===== src/rtl/rom_loader_pkg.sv =====
// Shared Hack platform constants and the loader state encoding.
// The debug/LED block imports this package to decode the loader state.
package rom_loader_pkg;

  localparam int HACK_WORD_W     = 16;
  localparam int HACK_ROM_ADDR_W = 15;

  typedef enum logic [2:0] {
    ST_LEN_HI = 3'd0,
    ST_LEN_LO = 3'd1,
    ST_DAT_HI = 3'd2,
    ST_DAT_LO = 3'd3,
    ST_WRITE  = 3'd4,
    ST_DONE   = 3'd5
  } ld_state_t;

  function automatic logic accepts_bytes(input ld_state_t s);
    return (s == ST_LEN_HI) || (s == ST_LEN_LO) || (s == ST_DAT_HI) || (s == ST_DAT_LO);
  endfunction

endpackage


===== src/rtl/rom_loader_if.sv =====
// Byte stream from the UART receiver plus the ROM write port of the loader.
interface rom_loader_if
  import rom_loader_pkg::*;
#(
  parameter int ADDR_W = HACK_ROM_ADDR_W
);

  logic [7:0]             in_data;
  logic                   in_valid;
  logic                   in_ready;
  logic                   mem_we;
  logic [ADDR_W-1:0]      mem_addr;
  logic [HACK_WORD_W-1:0] mem_wdata;

  modport master (
    output in_data, in_valid,
    input  in_ready, mem_we, mem_addr, mem_wdata
  );

  modport slave (
    input  in_data, in_valid,
    output in_ready, mem_we, mem_addr, mem_wdata
  );

endinterface


===== src/rtl/rom_loader.sv =====
// Boot loader: packs a length-prefixed big-endian byte stream into ROM words
// and holds the Hack CPU in reset until the image is complete.
module rom_loader
  import rom_loader_pkg::*;
#(
  parameter int ADDR_W = HACK_ROM_ADDR_W
) (
  input  logic           i_clk,
  input  logic           i_reset_n,
  input  logic           i_load_req,
  rom_loader_if.slave    bus,
  output logic           o_cpu_reset,
  output logic           o_done,
  output logic           o_error
);

  localparam int CNT_W = ADDR_W + 1;

  ld_state_t              r_state;
  ld_state_t              w_state_nx;
  logic [7:0]             r_len_hi;
  logic [7:0]             r_word_hi;
  logic [15:0]            r_len;
  logic [CNT_W-1:0]       r_count;
  logic [CNT_W-1:0]       w_count_inc;
  logic                   r_error;
  logic                   r_mem_we;
  logic [ADDR_W-1:0]      r_mem_addr;
  logic [HACK_WORD_W-1:0] r_mem_wdata;
  logic                   r_in_ready;
  logic                   r_cpu_reset;
  logic                   r_done;
  logic                   w_accept;
  logic [15:0]            w_len;
  logic                   w_len_zero;
  logic                   w_len_big;
  logic                   w_last_word;

  assign w_accept    = bus.in_valid && r_in_ready;
  assign w_len       = {r_len_hi, bus.in_data};
  assign w_len_zero  = (w_len == 16'd0);
  // Compared in 32 bits so N == DEPTH is legal and N == DEPTH+1 is not.
  assign w_len_big   = (32'(w_len) > (32'd1 << ADDR_W));
  assign w_count_inc = r_count + CNT_W'(1);
  assign w_last_word = (32'(w_count_inc) == 32'(r_len));

  always_ff @(posedge i_clk or negedge i_reset_n) begin
    if (!i_reset_n) begin
      r_state <= ST_LEN_HI;
    end else begin
      r_state <= w_state_nx;
    end
  end

  always_comb begin
    w_state_nx = r_state;
    case (r_state)
      ST_LEN_HI: if (w_accept) w_state_nx = ST_LEN_LO; else w_state_nx = r_state;
      ST_LEN_LO: begin
        if (!w_accept)                    w_state_nx = r_state;
        else if (w_len_zero || w_len_big) w_state_nx = ST_DONE;
        else                              w_state_nx = ST_DAT_HI;
      end
      ST_DAT_HI: if (w_accept) w_state_nx = ST_DAT_LO; else w_state_nx = r_state;
      ST_DAT_LO: if (w_accept) w_state_nx = ST_WRITE;  else w_state_nx = r_state;
      ST_WRITE:  if (w_last_word) w_state_nx = ST_DONE; else w_state_nx = ST_DAT_HI;
      ST_DONE:   if (i_load_req) w_state_nx = ST_LEN_HI; else w_state_nx = r_state;
      default:   w_state_nx = ST_LEN_HI;
    endcase
  end

  always_ff @(posedge i_clk or negedge i_reset_n) begin
    if (!i_reset_n) begin
      r_len_hi  <= 8'd0;
      r_word_hi <= 8'd0;
      r_len     <= 16'd0;
      r_count   <= '0;
      r_error   <= 1'b0;
    end else begin
      case (r_state)
        ST_LEN_HI: if (w_accept) r_len_hi <= bus.in_data;
        ST_LEN_LO: begin
          if (w_accept) begin
            r_len   <= w_len;
            r_error <= w_len_big;
          end
        end
        ST_DAT_HI: if (w_accept) r_word_hi <= bus.in_data;
        ST_WRITE:  r_count <= w_count_inc;
        ST_DONE: begin
          if (i_load_req) begin
            r_count <= '0;
            r_error <= 1'b0;
          end
        end
        default: r_count <= r_count;
      endcase
    end
  end

  // Outputs are registered from the next state so they line up with r_state.
  always_ff @(posedge i_clk or negedge i_reset_n) begin
    if (!i_reset_n) begin
      r_mem_we    <= 1'b0;
      r_mem_addr  <= '0;
      r_mem_wdata <= '0;
      r_in_ready  <= 1'b1;
      r_cpu_reset <= 1'b1;
      r_done      <= 1'b0;
    end else begin
      r_mem_we    <= (r_state == ST_DAT_LO) && w_accept;
      if ((r_state == ST_DAT_LO) && w_accept) begin
        r_mem_addr  <= r_count[ADDR_W-1:0];
        r_mem_wdata <= {r_word_hi, bus.in_data};
      end
      r_in_ready  <= accepts_bytes(w_state_nx);
      r_cpu_reset <= (w_state_nx != ST_DONE);
      r_done      <= (w_state_nx == ST_DONE);
    end
  end

  assign bus.in_ready  = r_in_ready;
  assign bus.mem_we    = r_mem_we;
  assign bus.mem_addr  = r_mem_addr;
  assign bus.mem_wdata = r_mem_wdata;
  assign o_cpu_reset   = r_cpu_reset;
  assign o_done        = r_done;
  assign o_error       = r_error;

endmodule

===== src/flat_wrapper.sv =====
// flat-port wrapper written by rule: the top's interface ports become plain ports
module rom_loader_flat import rom_loader_pkg::*;
#(
  parameter int ADDR_W = HACK_ROM_ADDR_W
)
  (i_clk, i_reset_n, i_load_req, o_cpu_reset, o_done, o_error, bus_in_data, bus_in_valid, bus_in_ready, bus_mem_we, bus_mem_addr, bus_mem_wdata);
  rom_loader_if #(.ADDR_W(ADDR_W)) bus_i ();
  input  logic i_clk;
  input  logic i_reset_n;
  input  logic i_load_req;
  output logic o_cpu_reset;
  output logic o_done;
  output logic o_error;
  input wire logic [$bits(bus_i.in_data)-1:0] bus_in_data;
  input wire logic [$bits(bus_i.in_valid)-1:0] bus_in_valid;
  output wire logic [$bits(bus_i.in_ready)-1:0] bus_in_ready;
  output wire logic [$bits(bus_i.mem_we)-1:0] bus_mem_we;
  output wire logic [$bits(bus_i.mem_addr)-1:0] bus_mem_addr;
  output wire logic [$bits(bus_i.mem_wdata)-1:0] bus_mem_wdata;
  assign bus_i.in_data = bus_in_data;
  assign bus_i.in_valid = bus_in_valid;
  assign bus_in_ready = bus_i.in_ready;
  assign bus_mem_we = bus_i.mem_we;
  assign bus_mem_addr = bus_i.mem_addr;
  assign bus_mem_wdata = bus_i.mem_wdata;
  rom_loader #(.ADDR_W(ADDR_W)) u_core (.i_clk(i_clk), .i_reset_n(i_reset_n), .i_load_req(i_load_req), .bus(bus_i), .o_cpu_reset(o_cpu_reset), .o_done(o_done), .o_error(o_error));
endmodule

===== config.mk =====
export PLATFORM = sky130hd
export DESIGN_NAME = rom_loader_flat
export DESIGN_NICKNAME = d
export VERILOG_FILES = /design/src/rtl/rom_loader_pkg.sv /design/src/rtl/rom_loader_if.sv /design/src/rtl/rom_loader.sv /design/src/flat_wrapper.sv
export SDC_FILE = /design/constraint.sdc
export NUM_CORES = 1
export LEC_CHECK = 0
export CAP_MARGIN = 20
export CORE_MARGIN = 4
export CORE_UTILIZATION = 60
export DETAILED_ROUTE_END_ITERATION = 16
export PLACE_DENSITY = 0.84
export SYNTH_ARGS = -nofsm -noshare
export SYNTH_HDL_FRONTEND = slang
export SYNTH_SLANG_ARGS = --single-unit

===== constraint.sdc =====
create_clock -name i_clk -period 3.8 [get_ports i_clk]
set_clock_uncertainty 0.15 [all_clocks]
set_input_delay 0.57 -clock i_clk [delete_from_list [all_inputs] [get_ports i_clk]]
set_output_delay 0.57 -clock i_clk [all_outputs]
set_load 0.02 [all_outputs]

### Yosys cells after proc, flatten, opt, wreduce, memory -nomap -nowiden

Cells that the tools add are included.

* $add $sub $neg: 1
* order comparisons: 1
* equality and inequality tests: 13
* muxes and demuxes: 13
* reductions and logical operators: 16

Operators with widths (count)
* $pmux 16 s2: 1
* $mux 3: 7
* $pmux 3 s6: 1
* $add 16x1->16 const B: 1
* $eq 16x16->1: 1
* $gt 16x16->1 const B: 1
* $logic_not 16->1: 1
* $mux 16: 1
* $eq 3x2->1 const B: 4
* $eq 3x3->1 const B: 3
* $reduce_and 2->1: 4
* $eq 3x1->1 const B: 2
* $logic_not 3->1: 2
* $logic_or 1x1->1: 4
* $reduce_bool 2->1: 2
* $ne 3x3->1 const B: 1
* $reduce_and 3->1: 1
* $logic_and 1x1->1: 2
* $mux 1: 2
* $ne 2x1->1 const B: 1
* $ne 2x2->1 const B: 1
* $pmux 1 s2: 1

* bits in registers: 87
* bits of input ports: 12
* word-level logic and storage cells: 56

### Logic depth before layout (Yosys ltp)

Gate-level depths: netlist of the first run.

* word-level depth: 9
* mapped depth: 7
* depth with buffers taken out: 7

### Worst setup path after synthesis of the first run

OpenSTA, ideal clock, no wires.

* path type: register to register
* start: reg u_core.r_in_ready (netlist: u_core.bus.in_ready)
* end: reg u_core.r_len[10]
* arrival: 2.128 ns
* data required time: 3.525 ns
* path slack: 1.398 ns
* cell stages (with the launch flop): 5
* clock period less this slack: 2.402 ns
* cells stage by stage: dfstp_2 -> nand2_1 -> nor3_1 -> clkbuf_1 -> mux2_2

* longest elaborated chain between the ends: 2

Ends and longest elaborated chain
* from (decl): RTL line rom_loader.sv:30 `logic r_in_ready;`
* from (signal assigned): RTL line rom_loader.sv:116 `r_in_ready <= accepts_bytes(w_state_nx);`
* $logic_and 1x1->1: RTL line rom_loader.sv:39 `assign w_accept = bus.in_valid && r_in_ready;`
* $reduce_and 2->1 (no line)
* to (signal assigned): RTL line rom_loader.sv:84 `r_len <= w_len;`
* to (decl): RTL line rom_loader.sv:23 `logic [15:0] r_len;`

Every way passes these cells.
A chain may end at the register's enable or synchronous reset.

### Final worst setup path of the first run

* start: reg u_core.r_count[7]
* end: reg u_core.r_state[1]

* longest elaborated chain between the ends: 4

Ends and longest elaborated chain
* from (decl): RTL line rom_loader.sv:24 `logic [CNT_W-1:0] r_count;`
* from (signal assigned): RTL line rom_loader.sv:89 `ST_WRITE: r_count <= w_count_inc;`
* from (signal assigned): RTL line rom_loader.sv:96 `default: r_count <= r_count;`
* $add 16x1->16: RTL line rom_loader.sv:44 `assign w_count_inc = r_count + CNT_W'(1);`
* $eq 16x16->1: RTL line rom_loader.sv:45 `assign w_last_word = (32'(w_count_inc) == 32'(r_len));`
* $mux 3: RTL line rom_loader.sv:66 `ST_WRITE: if (w_last_word) w_state_nx = ST_DONE; else w_state_nx = ST_DAT_HI;`
* $pmux 3 s6: RTL line rom_loader.sv:57 `case (r_state)`
* named net u_core.w_state_nx[1]: RTL line rom_loader.sv:20 `ld_state_t w_state_nx;`
* to (signal assigned): RTL line rom_loader.sv:51 `r_state <= w_state_nx;`
* to (decl): RTL line rom_loader.sv:19 `ld_state_t r_state;`

The timed path passes the listed nets, and every way through them passes these cells.

==> flow_metrics.tcl, run 1 <==
set metrics [dict create \
    status "complete, no violations" \
    start_util_pct 62.9 \
    cts_resized 0 \
    yosysSeqAreaShare_pct 53.6 \
    drt-wirelength-per-cell_um 16.8 \
    async_reset_ff_share_pct 100 \
    p_comb_share_pct 40.1 \
    fin_setup_tns_ns 0 \
    crit_path_top_delay_cell "or4_1" \
    synth_commonest_cells "nand2_1, dfrtp_1, mux2_2" \
    leakagePower_nw 2.05 \
    synthMuxAreaShare_pct 11.1 \
    flow.area_growth_from_synthesis_pct 17.3 \
    power.density_mw_per_mm2 869 \
    crit_fanout 10 \
    max-cap-violations 0 \
    period_minus_slack_ns 2.70 \
    path_buf_inv 0 \
    fmax_mhz 370 \
    dp_hpwl_um 5870 \
    switching_share_pct 38.3 \
    syn_avg_cell_area_um2 10.7 \
    yosysTopAreaCellShare_pct 52.4 \
    nets 436 \
    grt_max_degree 88 \
    synth-compound-area-share_pct 9.82 \
    path_class "reg -> reg" \
    ys_ff_latch 87 \
    cp_top_family "compound AO/OA/AOI/OAI gates" \
    synth_area_leaders "dfrtp_1, mux2_2, nand2_1, o21ai_0, xnor2_1" \
    cts_buffers 9 \
    drc 0 \
    clockRootBuffer "clkbuf_8" \
    post_cts_buffers 0 \
    tightestPinTransition_ns 0.701 \
    hold_path.class "reg -> reg" \
    synth_nets 393 \
    diodes 0 \
    die_area_mm2 0.00815 \
    ctsLongestPathBuffers 2 \
    yosysWarnings 0 \
    grt_use_met2_pct 35.1 \
    rows 29 \
    endpoint_kind "flop" \
    synth_flop_cell "dfrtp_1" \
    h-tree-depth 3 \
    final_hold_viol_count 0 \
    critical_path.max_stage_delay_ns 0.57 \
    clock_power_share_pct 16.2 \
    drt_iter0_markers 244 \
    drive_gt1_share_pct 17.8 \
    path_cells "nand4_1 > or4_1 > o21ai_0 > o2111ai_1 > a2111oi_4 > o22ai_1" \
    ant_nets 0 \
    met3_usage_pct 4.67 \
    num_vias 3002 \
    io_pins 48 \
    synth_top_family_by_area "simple AND/OR/NAND/NOR gates" \
    timing.slew.headroom_pct 53.2 \
    cts.hold.buffers_added 0 \
    sequentialPowerShare_pct 43.8 \
    r2r_slack_ns 1.10 \
    arrival_ns 2.77 \
    grt_pass1_vias 2884 \
    vdd_drop_max_uv 462 \
    netlist_area_mm2 0.00406 \
    clkLatencyLatePin_ns 0.36 \
    cts.sinks 87 \
    synth-edff-count 0 \
    synth_cell_type_count 52 \
    grt_usage_pct 21.8 \
    syn-instance-count 380 \
    setup_viol 0 \
    start_kind "flop" \
    cts_tree "yes" \
    power.switching_mw 1.58 \
    synth_xor_area_share_pct 5.17 \
    antenna_found_initial 0 \
    seqCellArea_mm2 0.00218 \
    path_clk_slew_ns 0.09 \
    place_congestion 0.935 \
    required_ns 3.87 \
    multi_input_area_mm2 0.00174 \
    period_share_pct 71.0 \
    vias_per_cell 5.94 \
    p_total_mw 4.14 \
    report.final.slew_viol_count 0 \
    grt_overflow_total 0 \
    first_pass_iters 7 \
    grt_pass1_wl_um 14200 \
    rsz0062_at_grt "no" \
    routed_wirelength_um 8470 \
    use_met1_pct 29.0 \
    synth_area_leader_cell "dfrtp_1" \
    die_h_um 90.3 \
    numPortBuffers 47 \
    synth_most_common_cell "nand2_1" \
    num-fill-cells 456 \
    fp.dieW_um 90.3 \
    p_int_mw 2.56 \
    yosys.area_share.simple_pct 16.3 \
    coreArea_mm2 0.00646 \
    busiest_layer "met2" \
    synthAdderAreaFrac_pct 0.308 \
]
==> final cells by class <==
class	count	share of cell area (%)
flip-flops and latches	87	45.7
clock inverters	4	1.10
multi-input cells	269	36.5
repair buffers	52	11.1
well taps	77	2.02
clock buffers	12	3.25
inverters	4	0.315
==> flip-flops by register name, summed over array words and instances, names as in the netlist <==
signal                count
u_core.bus.mem_addr      15
u_core.bus.mem_wdata     16
u_core.r_count           16
u_core.bus.mem_we         1
u_core.bus.in_ready       1
u_core.r_len             16
u_core.o_done             1
u_core.r_word_hi          8
u_core.r_state            3
u_core.r_len_hi           8
u_core.o_cpu_reset        1
u_core.o_error            1
==> cells by family (layout without fill, tap and decap cells) <==
logic type / Yosys count / count (layout)
xor+xnor: 24 / 24
fa+ha+maj: 1 / 1
mux: 40 / 40
flops: 87 / 87
buf+inv: 24 / 72
compound gates: 60 / 60
simple gates: 144 / 144
==> power by group through the flow <==
stage	logic (mW)	clock network (mW)	registers, mW
global placement	1.61	0	1.78
finish	1.66	0.671	1.81
floorplan	1.05	0	1.83
detailed placement	1.66	0	1.82
CTS	1.67	0.674	1.80
global route	1.81	0.725	1.87
==> through the flow <==
step	cells	cell area, um2	hold WS, ns	utilization [%]	worst slack, ns
floorplan	380	4060	0.124	-	1.40
global placement	487	4520	0.307	70.0	1.11
detailed placement	487	4520	0.313	70.0	1.06
CTS	503	4730	0.288	73.2	1.12
global route	505	4770	0.353	73.8	0.895
finish	505	4770	0.328	73.8	1.10
==> final timing paths <==
kind | startpoint | endpoint | cells past startpoint
max | u_core.r_count[7]$_DFFE_PN0P_ | u_core.r_state[1]$_DFF_PN0_ | 6
min | u_core.bus.mem_addr[10]$_DFFE_PN0P_ | u_core.bus.mem_addr[10]$_DFFE_PN0P_ | 2
max reg2reg | u_core.r_count[7]$_DFFE_PN0P_ | u_core.r_state[1]$_DFF_PN0_ | 6
min reg2reg | u_core.bus.mem_addr[10]$_DFFE_PN0P_ | u_core.bus.mem_addr[10]$_DFFE_PN0P_ | 2
max in group asynchronous | i_reset_n | u_core.r_count[14]$_DFFE_PN0P_ | 3
min in group asynchronous | i_reset_n | u_core.r_count[6]$_DFFE_PN0P_ | 2
==> worst min-delay path, cell delays in order (launching register included) <==
cell and delay [ns]:
dfrtp_1 0.35, nand2_1 0.05, nand2_1 0.05
==> metal layers <==
metal	routed length, um	share of wire (%)
met5	0	0
met4	203	2.4
met3	494	5.8
met2	4080	48
met1	3690	44
==> layout by cell type (no fill, tap or decap), types with 2 or more instances in the layout <==
master | netlist | routed
nor3_1 | 5 | 4
a21oi_1 | 7 | 7
o22ai_1 | 2 | 2
buf_4 | 1 | 4
nor2_1 | 14 | 14
dfstp_2 | 2 | 2
nand2_1 | 91 | 91
o21ai_0 | 28 | 28
o31ai_1 | 7 | 7
and3_2 | 2 | 2
clkbuf_8 | 5 | 11
xor2_1 | 9 | 9
nor4_1 | 5 | 5
a31oi_1 | 3 | 3
dfrtp_1 | 85 | 85
inv_1 | 3 | 3
xnor2_1 | 15 | 15
mux2_2 | 40 | 40
nand3_1 | 7 | 7
nand4_1 | 6 | 6
clkdlybuf4s50_1 | 0 | 46
Power figures use the tool's default switching activity.
==> run 2: changes to the inputs <==
- CORE_UTILIZATION: 60 -> 50
- PLACE_DENSITY: 0.84 -> 0.74
- clock period: 3.8 -> 2.24 ns (I/O delays scaled with it)
==> run 2 against run 1 <==
The run now ends with setup timing left; routed wire length up 16%; sequential power rose by 63%; design area up 13%; critical endpoint unchanged; worst setup slack got worse by 1.1 ns; power grew 83%.
==> flow_metrics.tcl, run 2 (synthesis gave the netlist of run 1 again) <==
set metrics [dict create \
    coreArea_mm2 0.00781 \
    setup_viol 2 \
    period_minus_slack_ns 2.28 \
    start_util_pct 52.0 \
    rr_startpoint "u_core.r_count[1]$_DFFE_PN0P_" \
    crit_fanout 6 \
    critPathCapture "u_core.r_state[1]$_DFF_PN0_" \
    arrival_ns 2.36 \
    leakagePower_nw 2.37 \
    path_class "reg -> reg" \
    fin_ws_ns -0.0352 \
    h-tree-depth 3 \
    dpl_cell_area_mm2 0.00498 \
    rows 32 \
    fin_area_mm2 0.00538 \
    ctsLongestPathBuffers 2 \
    drt-wirelength-per-cell_um 16.8 \
    grt_overflow_total 0 \
    drt_iter0_markers 120 \
    num_vias 3207 \
    crit_start "u_core.r_count[1]$_DFFE_PN0P_" \
    die_h_um 98.1 \
    grt_pass1_vias 3142 \
    endpoint_kind "flop" \
    vdd_drop_max_uv 706 \
    power.density_mw_per_mm2 1410 \
    clkLatencyLatePin_ns 0.37 \
    fp.dieW_um 98.1 \
    reg2reg_to "u_core.r_state[1]$_DFF_PN0_" \
    grt_pass1_wl_um 16000 \
    place_congestion 0.904 \
    ant_nets 0 \
    cts_buffers 9 \
    utilization_pct 68.9 \
    r2r_slack_ns -0.04 \
    grt_usage_pct 20.8 \
    final_hold_viol_count 0 \
    flow.area_growth_from_synthesis_pct 32.4 \
    cts.sinks 87 \
    tightestPinTransition_ns 0.534 \
    path_clk_slew_ns 0.10 \
    clockRootBuffer "clkbuf_8" \
    numPortBuffers 47 \
    antenna_found_initial 0 \
    max-cap-violations 0 \
    required_ns 2.32 \
    die_area_mm2 0.00963 \
    drive_gt1_share_pct 31.8 \
    first_pass_iters 4 \
    violations "setup timing" \
    hold_path.class "in -> async" \
    layout_commonest_cell "nand2_1" \
    drc 0 \
    fmax_mhz 440 \
    period_share_pct 102 \
    dp_hpwl_um 6910 \
    routed_wirelength_um 9850 \
    layout_common_cells "nand2_1, dfrtp_1, buf_4, clkdlybuf4s50_1, mux2_2" \
    vias_per_cell 5.47 \
    timing.slew.headroom_pct 64.4 \
    grt_max_degree 48 \
    num-fill-cells 623 \
    cts_tree "yes" \
    status "finished, violations left" \
    nets 492 \
    io_pins 48 \
    report.final.slew_viol_count 0 \
    rsz0062_at_grt "yes" \
    reg2regPathDepth 8 \
    dp_slack_ns -0.273 \
    diodes 0 \
    start_kind "flop" \
]
[run 2: changes by cell type in the layout (fill, tap and decap cells not counted), moves of 3 or more]
| cell | before | now |
|---|---|---|
| buf_4 | 4 | 55 |
| buf_6 | 0 | 4 |
| clkinvlp_4 | 0 | 3 |
| dfrtp_1 | 85 | 80 |
| dfrtp_2 | 0 | 5 |
| xnor2_1 | 15 | 12 |
[run 2: how the worst min path moves through the flow]
stage,start,to,slack [ns],depth (start not counted)
global placement,i_reset_n,u_core.bus.mem_we$_DFF_PN0_,0.08,1
detailed placement,i_reset_n,u_core.bus.mem_addr[3]$_DFFE_PN0P_,0.09,1
finish,i_reset_n,u_core.bus.mem_addr[2]$_DFFE_PN0P_,0.24,2
CTS,i_reset_n,u_core.bus.mem_addr[2]$_DFFE_PN0P_,0.24,2
floorplan,i_reset_n,u_core.bus.mem_addr[0]$_DFFE_PN0P_,-0.11,0
global route,i_reset_n,u_core.bus.mem_wdata[3]$_DFFE_PN0P_,0.26,2
[run 2: critical path, cell delays in order, from the launching register on]
cell	delay, ns
dfrtp_2	0.43
nand3_4	0.12
buf_6	0.13
or4_4	0.51
o21ai_4	0.15
o2111ai_2	0.15
a2111oi_4	0.22
buf_4	0.20
o22ai_1	0.08
[run 2: routing by layer]
layer	up-vias	part of all wire [%]	routed length, um	global-route usage (%)
met3	14	5.0	493	3.21
met4	0	1.9	189	7.35
li1	1527	-	-	-
met1	1565	45	4460	28.1
met2	101	48	4700	34.5
met5	-	0	0	0
[run 2: per-stage QoR]
stage | instances | TNS (ns) | power [mW] | hold WS [ns]
floorplan | 380 | 0 | 4.91 | -0.110
global placement | 564 | -0.736 | 6.14 | 0.0809
detailed placement | 564 | -1.31 | 6.26 | 0.0901
CTS | 582 | -0.275 | 7.38 | 0.243
global route | 586 | -0.721 | 8.06 | 0.260
finish | 586 | -0.0535 | 7.58 | 0.240
[run 2: repair_timing]
item | CTS | global route
setup endpoints to repair | 6 | 6
hold buffers | 1 | 0
gates resized for setup | 7 | 26
setup buffers | 1 | 4
gates cloned | 0 | 0
pin swaps | 5 | 10
hold endpoints to repair | 18 | 0
[run 2: layout make-up]
class,count,area (um2),share of cell area (%)
Sequential cell,87,2190,40.6
Multi-Input combinational cell,269,1900,35.4
Timing Repair Buffer,108,968,18.0
Clock buffer,10,128,2.37
Tap cell,102,128,2.37
Clock inverter,6,51.3,0.954
Inverter,4,15.0,0.279
[run 2: power breakdown]
group | switching (mW) | internal [mW] | leakage, nW
clock network | 0.604 | 0.419 | 0.0814
logic | 1.77 | 1.84 | 1.21
registers | 0.618 | 2.33 | 1.08
total | 2.99 | 4.59 | 2.37
==> run 3: changes to the inputs <==
- clock period: 2.24 -> 1.8 ns (I/O delays scaled with it)
==> run 3 against run 2 <==
The run still ends with setup timing left; combinational power is 38% higher; largest power group unchanged; final cell count is 5.3% higher; global-route usage is 1.3 points higher; sequential power is 25% higher; design area is 6.8% higher; highest routed layer unchanged; non-clock buffer count is 31 higher; fmax is 2.3% lower.
==> flow_metrics.tcl, run 3 (synthesis gave the netlist of run 1 again) <==
set metrics [dict create \
    flow.area_growth_from_synthesis_pct 41.4 \
    period_share_pct 129 \
    cts.sinks 87 \
    layout_commonest_cell "nand2_1" \
    ctsLongestPathBuffers 2 \
    period_minus_slack_ns 2.33 \
    tightestPinTransition_ns 0.411 \
    status "finished, violations left" \
    stdcell_count 617 \
    arrival_ns 2.43 \
    crit_fanout 6 \
    path_clk_slew_ns 0.09 \
    ant_nets 0 \
    fmax_mhz 429 \
    drt-wirelength-per-cell_um 17.2 \
    seqCellArea_mm2 0.00218 \
    start_util_pct 52.0 \
    grt_max_degree 39 \
    timing.slew.headroom_pct 72.2 \
    drive_gt1_share_pct 35.3 \
    place_congestion 0.952 \
    fin_area_mm2 0.00575 \
    numPortBuffers 47 \
    routed_wirelength_um 10600 \
    final_hold_viol_count 0 \
    clkLatencyLatePin_ns 0.36 \
    power.density_mw_per_mm2 1750 \
    dp_hpwl_um 7310 \
    leakagePower_nw 2.71 \
    grt_pass1_vias 3353 \
    grt_usage_pct 22.1 \
    cts_buffers 9 \
    layout_common_cells "nand2_1, dfrtp_1, buf_4, clkdlybuf4s50_1, mux2_2" \
    vdd_drop_max_uv 986 \
    first_pass_iters 4 \
    required_ns 1.90 \
    nets 523 \
    dpl_cell_area_mm2 0.00521 \
    fp.dieW_um 98.1 \
    multi_input_area_mm2 0.00192 \
    diodes 0 \
    drt_iter0_markers 169 \
    antenna_found_initial 0 \
    die_area_mm2 0.00963 \
    io_pins 48 \
    num_vias 3324 \
    rows 32 \
    h-tree-depth 3 \
    setup_viol 7 \
    drc 0 \
    cts_tree "yes" \
    report.final.slew_viol_count 0 \
    fin_ws_ns -0.530 \
    dp.cells 588 \
    num-fill-cells 538 \
    hold_path.class "in -> async" \
    path_class "reg -> reg" \
    vias_per_cell 5.39 \
    endpoint_kind "flop" \
    coreArea_mm2 0.00781 \
    start_kind "flop" \
    violations "setup timing" \
    rsz0062_at_grt "yes" \
    max-cap-violations 0 \
    grt_pass1_wl_um 17000 \
    clockRootBuffer "clkbuf_8" \
    die_h_um 98.1 \
    r2r_slack_ns -0.53 \
    grt_overflow_total 0 \
]
[run 3: repair_timing]
item                                    in CTS  in global routing
endpoints found under the setup margin      12                 53
setup buffers                                5                  5
hold buffers                                 1                  0
gates resized for setup                     12                 43
endpoints found under the hold margin       31                  0
pin swaps                                    5                  8
cloned                                       0                  3
[run 3: path summary, 6_finish.rpt]
kind	startpoint	endpoint	cells past startpoint
worst max-delay path	u_core.r_count[8]$_DFFE_PN0P_	u_core.r_state[1]$_DFF_PN0_	8
worst min-delay path	i_reset_n	u_core.bus.mem_addr[3]$_DFFE_PN0P_	2
worst max register to register	u_core.r_count[8]$_DFFE_PN0P_	u_core.r_state[1]$_DFF_PN0_	8
worst min register to register	u_core.bus.mem_addr[7]$_DFFE_PN0P_	u_core.bus.mem_addr[7]$_DFFE_PN0P_	2
max in group asynchronous	i_reset_n	u_core.bus.in_ready$_DFF_PN1_	3
min in group i_clk	u_core.bus.mem_addr[7]$_DFFE_PN0P_	u_core.bus.mem_addr[7]$_DFFE_PN0P_	2
[run 3: stage by stage]
stage	hold WS, ns	power (mW)	setup slack (ns)	TNS (ns)	utilization, %
floorplan	-0.176	6.18	-0.399	-7.75	-
global placement	0.0614	8.05	-0.541	-9.64	66.7
detailed placement	0.0688	8.21	-0.583	-12.07	66.7
CTS	0.218	9.76	-0.472	-2.73	70.5
global route	0.224	10.7	-0.611	-5.16	73.6
finish	0.210	10.1	-0.530	-3.05	73.6
[run 3: metal layers]
layer / vias to the layer above / share of wire, % / global-route usage, %
met5: - / 0 / 0
met4: 0 / 1.5 / 5.88
met3: 15 / 5.0 / 4.57
met2: 88 / 50 / 35.9
met1: 1638 / 44 / 30.5
li1: 1583 / - / -
[run 3: layout make-up]
class	instances	share of cell area, %
clock inverters	6	1.20
well taps	102	2.22
clock buffers	10	2.22
repair buffers	139	22.6
flip-flops and latches	87	38.0
multi-input cells	269	33.5
inverters	4	0.261
[run 3: worst max-delay path: stages (launching register included)]
cell,delay [ns]
dfrtp_1,0.41
buf_4,0.16
and4_1,0.19
nand2_1,0.16
o22ai_1,0.10
a221o_2,0.42
a2111oi_4,0.34
buf_4,0.20
o22ai_1,0.08
[run 3: power by group]
part,internal [mW],switching (mW),leakage [nW]
clock,0.653,0.749,0.0973
sequential,2.89,0.789,1.08
combinational,2.68,2.30,1.54
total,6.22,3.83,2.71
